$ cat src/rtl/vga_timing_driver_if.sv
// Pixel-source side of the VGA driver: coordinates out, RGB888 back.
// The master drives coordinates and the slave returns pixel_data.
interface vga_timing_driver_if #(
  parameter int COOR_WIDTH = 12
);
  logic [COOR_WIDTH-1:0] x_pixel;
  logic [COOR_WIDTH-1:0] y_pixel;
  logic                  ena;
  logic                  frame_start;
  logic [23:0]           pixel_data;

  modport master (output x_pixel, y_pixel, ena, frame_start, input pixel_data);
  modport slave  (input x_pixel, y_pixel, ena, frame_start, output pixel_data);
endinterface

$ cat src/rtl/vga_timing_driver.sv
// VGA raster timing generator: drives coordinates to a fixed-latency pixel source
// and emits hsync/vsync/de/rgb aligned to that source's returned data.
module vga_timing_driver #(
  parameter int COOR_WIDTH  = 12,
  parameter int H_ACTIVE    = 640,
  parameter int H_FP        = 16,
  parameter int H_SYNC      = 96,
  parameter int H_BP        = 48,
  parameter int V_ACTIVE    = 480,
  parameter int V_FP        = 10,
  parameter int V_SYNC      = 2,
  parameter int V_BP        = 33,
  parameter bit HS_POL      = 1'b0,
  parameter bit VS_POL      = 1'b0,
  parameter int PIX_LATENCY = 1
) (
  input  logic                vga_clk,
  input  logic                rst_n,
  vga_timing_driver_if.master pix,
  output logic                hsync,
  output logic                vsync,
  output logic                de,
  output logic [23:0]         rgb
);
  localparam int H_TOTAL = H_ACTIVE + H_FP + H_SYNC + H_BP;
  localparam int V_TOTAL = V_ACTIVE + V_FP + V_SYNC + V_BP;
  localparam int STAGES  = PIX_LATENCY + 1;

  typedef logic [COOR_WIDTH-1:0] coor_t;

  localparam coor_t H_ACT_C = coor_t'(H_ACTIVE);
  localparam coor_t HS_BEG  = coor_t'(H_ACTIVE + H_FP);
  localparam coor_t HS_END  = coor_t'(H_ACTIVE + H_FP + H_SYNC);
  localparam coor_t H_LAST  = coor_t'(H_TOTAL - 1);
  localparam coor_t V_ACT_C = coor_t'(V_ACTIVE);
  localparam coor_t VS_BEG  = coor_t'(V_ACTIVE + V_FP);
  localparam coor_t VS_END  = coor_t'(V_ACTIVE + V_FP + V_SYNC);
  localparam coor_t V_LAST  = coor_t'(V_TOTAL - 1);

  generate
    if (H_TOTAL >= 2**COOR_WIDTH || V_TOTAL >= 2**COOR_WIDTH) begin : g_bad_width
      $error("vga_timing_driver: H_TOTAL/V_TOTAL do not fit in COOR_WIDTH");
    end
    if (PIX_LATENCY < 0 || PIX_LATENCY > 4) begin : g_bad_lat
      $error("vga_timing_driver: PIX_LATENCY out of range 0..4");
    end
  endgenerate

  coor_t h_cnt, v_cnt;
  logic  active, hs_raw, vs_raw;

  // Bit 0 is the coordinate stage; bit STAGES lines up with rgb.
  logic [STAGES:0] vld_pipe, hs_pipe, vs_pipe;

  always_ff @(posedge vga_clk) begin
    if (!rst_n) begin
      h_cnt <= '0;
      v_cnt <= '0;
    end else if (h_cnt == H_LAST) begin
      h_cnt <= '0;
      v_cnt <= (v_cnt == V_LAST) ? '0 : v_cnt + coor_t'(1);
    end else begin
      h_cnt <= h_cnt + coor_t'(1);
    end
  end

  always_comb begin
    active = (h_cnt < H_ACT_C) && (v_cnt < V_ACT_C);
    hs_raw = (h_cnt >= HS_BEG) && (h_cnt < HS_END);
    vs_raw = (v_cnt >= VS_BEG) && (v_cnt < VS_END);
  end

  always_ff @(posedge vga_clk) begin
    if (!rst_n) begin
      pix.x_pixel     <= '0;
      pix.y_pixel     <= '0;
      pix.frame_start <= 1'b0;
      pix.ena         <= 1'b0;
      vld_pipe        <= '0;
      hs_pipe         <= '0;
      vs_pipe         <= '0;
      rgb             <= '0;
    end else begin
      pix.x_pixel     <= active ? h_cnt + coor_t'(1) : '0;
      pix.y_pixel     <= active ? v_cnt + coor_t'(1) : '0;
      pix.frame_start <= (h_cnt == '0) && (v_cnt == '0);
      pix.ena         <= 1'b1;
      vld_pipe        <= {vld_pipe[STAGES-1:0], active};
      hs_pipe         <= {hs_pipe[STAGES-1:0], hs_raw};
      vs_pipe         <= {vs_pipe[STAGES-1:0], vs_raw};
      // Source data for a coordinate is valid while its bit sits one stage before de.
      rgb             <= vld_pipe[STAGES-1] ? pix.pixel_data : 24'h0;
    end
  end

  assign de    = vld_pipe[STAGES];
  assign hsync = hs_pipe[STAGES] ? HS_POL : ~HS_POL;
  assign vsync = vs_pipe[STAGES] ? VS_POL : ~VS_POL;

endmodule

$ cat src/flat_wrapper.sv
// flat-port wrapper written by rule: the top's interface ports become plain ports
module vga_timing_driver_flat 
#(
  parameter int COOR_WIDTH  = 12,
  parameter int H_ACTIVE    = 640,
  parameter int H_FP        = 16,
  parameter int H_SYNC      = 96,
  parameter int H_BP        = 48,
  parameter int V_ACTIVE    = 480,
  parameter int V_FP        = 10,
  parameter int V_SYNC      = 2,
  parameter int V_BP        = 33,
  parameter bit HS_POL      = 1'b0,
  parameter bit VS_POL      = 1'b0,
  parameter int PIX_LATENCY = 1
)
  (vga_clk, rst_n, hsync, vsync, de, rgb, pix_x_pixel, pix_y_pixel, pix_ena, pix_frame_start, pix_pixel_data);
  vga_timing_driver_if #(.COOR_WIDTH(COOR_WIDTH)) pix_i ();
  input  logic vga_clk;
  input  logic rst_n;
  output logic hsync;
  output logic vsync;
  output logic de;
  output logic [23:0] rgb;
  output wire logic [$bits(pix_i.x_pixel)-1:0] pix_x_pixel;
  output wire logic [$bits(pix_i.y_pixel)-1:0] pix_y_pixel;
  output wire logic [$bits(pix_i.ena)-1:0] pix_ena;
  output wire logic [$bits(pix_i.frame_start)-1:0] pix_frame_start;
  input wire logic [$bits(pix_i.pixel_data)-1:0] pix_pixel_data;
  assign pix_x_pixel = pix_i.x_pixel;
  assign pix_y_pixel = pix_i.y_pixel;
  assign pix_ena = pix_i.ena;
  assign pix_frame_start = pix_i.frame_start;
  assign pix_i.pixel_data = pix_pixel_data;
  vga_timing_driver #(.COOR_WIDTH(COOR_WIDTH), .H_ACTIVE(H_ACTIVE), .H_FP(H_FP), .H_SYNC(H_SYNC), .H_BP(H_BP), .V_ACTIVE(V_ACTIVE), .V_FP(V_FP), .V_SYNC(V_SYNC), .V_BP(V_BP), .HS_POL(HS_POL), .VS_POL(VS_POL), .PIX_LATENCY(PIX_LATENCY)) u_core (.vga_clk(vga_clk), .rst_n(rst_n), .pix(pix_i), .hsync(hsync), .vsync(vsync), .de(de), .rgb(rgb));
endmodule
$ cat config.mk
export PLATFORM = sky130hd
export DESIGN_NAME = vga_timing_driver_flat
export DESIGN_NICKNAME = d
export VERILOG_FILES = /design/src/rtl/vga_timing_driver_if.sv /design/src/rtl/vga_timing_driver.sv /design/src/flat_wrapper.sv
export SDC_FILE = /design/constraint.sdc
export NUM_CORES = 1
export LEC_CHECK = 0
export ABC_CLOCK_PERIOD_IN_PS = 4500
export BUFFER_PORTS_ARGS = -buffer_cell sky130_fd_sc_hd__buf_2
export CORE_MARGIN = 2
export CORE_UTILIZATION = 45
export CTS_CLUSTER_SIZE = 14
export DETAILED_ROUTE_END_ITERATION = 7
export PLACE_DENSITY_LB_ADDON = 0.15
export SLEW_MARGIN = 20
export SYNTH_ARGS = -nofsm -noshare
export SYNTH_HDL_FRONTEND = slang
export SYNTH_SLANG_ARGS = --single-unit
$ cat constraint.sdc
create_clock -name vga_clk -period 4.5 [get_ports vga_clk]
set_input_delay 0.225 -clock vga_clk [delete_from_list [all_inputs] [get_ports vga_clk]]
set_output_delay 0.225 -clock vga_clk [all_outputs]
set_load 0.02 [all_outputs]
# --- Word-level counts from Yosys, hierarchy flattened ---
# Index checks and enable logic that the tools add are counted.
op_classes:
  mux: 4
  magnitude_cmp: 6
  add_sub_neg: 2
  n_eq_ne: 2
  bitwise_logic: 1
  reduce_logical: 9
ops:
  columns: ["op", "count"]
  rows:
  - ["12-bit by 1-bit adder with 12-bit output, second input constant", 2]
  - ["12-bit by 10-bit equality test with 1-bit output, second input constant", 2]
  - ["12-bit zero test", 2]
  - ["12-bit by 10-bit < comparator with 1-bit output, second input constant", 2]
  - ["12-bit by 9-bit < comparator with 1-bit output, second input constant", 2]
  - ["12-bit by 10-bit greater-or-equal comparator with 1-bit output, second input constant", 1]
  - ["12-bit by 9-bit greater-or-equal comparator with 1-bit output, second input constant", 1]
  - ["12-bit two-way mux", 1]
  - ["1-bit logical AND", 4]
  - ["2-bit AND reduction", 2]
  - ["1-bit two-way mux", 3]
  - ["2-bit OR reduction", 1]
  - ["1-bit inverter", 1]
totals:
  word_cells: 34
  ff_bits: 83
  input_bits: 26
  output_inout_bits: 53

# --- Depth between registers and ports, before layout ---
depth:
  word_depth: 3
  depth_mapped: 7
  depth_no_buf: 6

# --- Worst setup path before layout ---
# OpenSTA, ideal clock, no wires.
synth_path:
  path_kind: "reg2reg"
  startpoint: "register u_core.h_cnt[5]"
  endpoint: "register u_core.v_cnt[5]"
  required_ns: 4.363
  setup_time_ns: 0.137
  synth_period_minus_slack_ns: 1.825
  stages_incl_launch_ff: 6
  path_buffers: 1
  path_slack_ns: 2.675
  arrival_ns: 1.689
  cell_sequence: "dfxtp_1 -> or4_4 -> or4_4 -> nand2_4 -> buf_8 -> a31oi_1"
synth_between:
  elab_chain_len: 1
synth_rtl:
  columns: ["item", "line", "text"]
  rows:
  - ["from (decl)", "vga_timing_driver.sv:49", "coor_t h_cnt, v_cnt;"]
  - ["from (signal assigned)", "vga_timing_driver.sv:63", "h_cnt <= h_cnt + coor_t'(1);"]
  - ["12-bit by 10-bit equality test with 1-bit output", "vga_timing_driver.sv:59", "end else if (h_cnt == H_LAST) begin"]
  - ["to (signal assigned)", "vga_timing_driver.sv:61", "v_cnt <= (v_cnt == V_LAST) ? '0 : v_cnt + coor_t'(1);"]
  - ["to (decl)", "vga_timing_driver.sv:49", null]
# Every way passes these cells.
# A chain may end at the register's enable or synchronous reset.

# --- Worst setup path in the final report ---
layout_path:
  startpoint: "register u_core.h_cnt[0]"
  endpoint: "register u_core.v_cnt[10]"
# The elaborated chain is that of the path after synthesis.

==> qor.csv <==
stage;metric;value;unit
place;pre_cts_ws;2.188;ns
worst_hold_path;min_from;pix_pixel_data[19];
timing;clock_skew;0.007643;ns
floorplanning;io_pins;79;
cts;cts_tree;built;
final_layout;area_growth_syn_to_layout;21.85;%
drt;wl_per_cell;12.58;um
synthesis;synth_area_leader_cell;dfxtp_1;
power;leakage;1.582;nW
floorplanning;dieArea;7030;um2
floorplanning;dieHeight;83.85;um
drt;drc;0;
grt;grt_use_total;16.15;%
cts;cts.sinks;83;
timing;max_freq;440.9;MHz
timing;setup_viol;0;
synthesis;ys.flop_type;dfxtp_1;
drt;drt_iter0_drc;72;
place;gp_congestion;0.7893;
critical_path;reg2reg_to;u_core.v_cnt[10]$_SDFFE_PN0N_;
synthesis;synth_seq_cells;83;
timing;tns;0;ns
synthesis;ys_seq_area_share;57.92;%
synthesis;netlist_area;2869;um2
final_layout;num_antenna_cells;0;
place;post-dp-hpwl;3751;um
grt;overflow;0;
cts;cts_resized;0;
cts;post-cts-setup-buffers;0;
synthesis;synthCells;284;
floorplanning;rows;29;
timing;rsz0062_at_grt;no;
critical_path;r2r_setup_slack;2.23;ns
worst_hold_path;holdPathEnd;u_core.rgb[19]$_SDFF_PN0_;
timing;drv_slew;0;
timing;post-route-period-util;50.41;%
power;peakVddDrop;0.0001755;V
cts;worst_skew_pair.late_latency;0.34;ns
synthesis;synth_top_cell_area_share;57.92;%
synthesis;avgSynthCellArea;10.10;um2
timing;worst_slack;2.232;ns
synthesis;ys_warn_count;0;
worst_hold_path;holdPathStages;2;
timing;worst_pin_slew;0.9194;ns
synthesis;ys_types;37;
timing;max-slew-margin-rel;38.52;%
final_layout;layout-drive-gt1-share;26.37;%
timing;finalHoldViolations;0;
drt;wl;5546;um
critical_path;cp.arrival;2.54;ns
power;p_per_area;400.1;nW/um2
drt;antenna_left;0;
floorplanning;fp.dieW;83.85;um
cts;cts_max_level;3;
grt;grt_pass1_wl;9039;um
synthesis;synth_edf_count;0;
cts;cts_made_buffers;9;
grt;grt_max_degree;38;
critical_path;r2r-start;u_core.h_cnt[0]$_SDFF_PP0_;
critical_path;ff2ff_path_depth;5;
floorplanning;start_util;45.97;%
critical_path;end_kind;flip-flop;
worst_hold_path;hold_class;input pin to flip-flop;
critical_path;critPathKind;flip-flop to flip-flop;
grt;antenna_found_initial;0;
cts;cts.hold.buffers_added;0;
critical_path;start_kind;flip-flop;
synthesis;synth_area_leaders;dfxtp_1 58%, and3_1 5.5%, nor2_1 4.3%, xnor2_1 3.4%, nand3_1 2.3%;
critical_path;cp_data_required_time;4.77;ns
critical_path;crit_fanout;15;
drt;route.vias.total;2199;
synthesis;synthArstFlopShare;0;%
cts;clockBufferDepth;2;
grt;grt_pass1_vias;1979;
run;cap_violations;0;
outcome;status;finished, final reports clean;
drt;first_pass_iters;4;
timing;period_needed;2.268;ns
cts;clkTransAtPathRegs;0.08;ns
final_layout;nets;389;
cts;clockRootBuffer;clkbuf_8;
power;p_total;1.399;mW
place;portBuffers;78;
floorplanning;coreArea;6241;um2
drt;post_drt_via_cell_ratio;4.986;
[flip-flops by register name (all words and copies together), names as in the netlist]
register / flops
u_core.v_cnt: 12
u_core.vs_pipe: 3
u_core.pix.ena: 1
u_core.vld_pipe: 3
u_core.hs_pipe: 3
u_core.h_cnt: 12
u_core.pix.y_pixel: 12
u_core.rgb: 24
u_core.pix.frame_start: 1
u_core.pix.x_pixel: 12
[logic make-up after synthesis]
group,after synthesis,share of synthesized area (%)
fa+ha+maj,4,1.745
xor+xnor,16,4.884
flops,83,57.92
compound gates,23,5.582
other cells,1,0.1307
simple gates,124,24.51
buf+inv,33,5.233
[worst max-delay path: stages (launching register included)]
cell and delay (ns):
dfxtp_1 0.39, ha_1 0.22, nand4_1 0.27, nor4_4 0.76
nand2_1 0.30, o221ai_1 0.24
[synth_stat cells, types with 3 or more instances]
cell type	n
nand2_1	10
and4_1	5
and3_1	25
nand3b_1	3
inv_1	15
xor2_1	5
o22ai_1	3
nor3_1	3
a41oi_1	4
and2_1	8
clkbuf_1	14
ha_1	4
a31oi_1	8
xnor2_1	11
nand4_1	9
dfxtp_1	83
nor4_1	5
nand3_1	13
nor2_1	33
[per-stage QoR]
step,instance area [um2],cells,hold WS [ns],util [%]
after global placement,3277,425,0.4152,52.51
after CTS,3496,441,0.1038,56.01
final,3496,441,0.1190,56.01
after floorplan,2884,288,0.2527,-
after global routing,3496,441,0.09594,56.01
after detailed placement,3277,425,0.4220,52.51
[power by group]
part           leakage [nW]  switching, mW  total, mW  internal (mW)
registers             0.675        0.00703      0.757          0.750
clock network         0.111          0.249      0.577          0.328
logic                 0.796         0.0397     0.0646         0.0249
total                  1.58          0.296       1.40           1.10
[final cells by class]
class	instances	area (um2)
Clock inverter	4	73.82
Multi-Input combinational cell	172	1072
Sequential cell	83	1662
Fill cell	573	2745
Clock buffer	12	145.1
Timing Repair Buffer	78	390.4
Inverter	15	56.30
Tap cell	77	96.34
[layout by cell type (no fill, tap or decap), types with 3 or more instances in the layout]
master     n
dfxtp_1   83
buf_2     78
nor2_1    33
and3_1    25
inv_1     15
nand3_1   13
xnor2_1   11
nand2_1   10
clkbuf_8  10
nand4_1    9
a31oi_1    8
and2_1     8
nor4_1     5
xor2_1     5
and4_1     5
conb_1     5
a41oi_1    4
ha_1       4
nor3_1     3
o22ai_1    3
nand3b_1   3
[per-layer routing]
layer  global-route usage [%]  vias to the layer above  wire length (um)
li1                         -                     1123                 -
met1                    20.20                      993              2688
met2                    24.95                       78              2365
met3                    4.847                        5               440
met4                    8.798                        0                53
met5                        0                        -                 0
[worst max-delay path by stage]
| stage | endpoint | startpoint | depth (start not counted) | slack [ns] |
|---|---|---|---|---|
| finish | u_core.v_cnt[10]$_SDFFE_PN0N_ | u_core.h_cnt[0]$_SDFF_PP0_ | 5 | 2.23 |
| global route | u_core.v_cnt[10]$_SDFFE_PN0N_ | u_core.h_cnt[0]$_SDFF_PP0_ | 5 | 2.05 |
| CTS | u_core.v_cnt[10]$_SDFFE_PN0N_ | u_core.h_cnt[0]$_SDFF_PP0_ | 5 | 2.25 |
| detailed placement | u_core.pix.y_pixel[7]$_SDFF_PN0_ | rst_n | 4 | 2.19 |
| global placement | u_core.pix.y_pixel[7]$_SDFF_PN0_ | rst_n | 4 | 2.19 |
| floorplan | u_core.v_cnt[5]$_SDFFE_PN0N_ | u_core.h_cnt[5]$_SDFF_PP0_ | 5 | 2.67 |
Power figures use the tool's default switching activity.
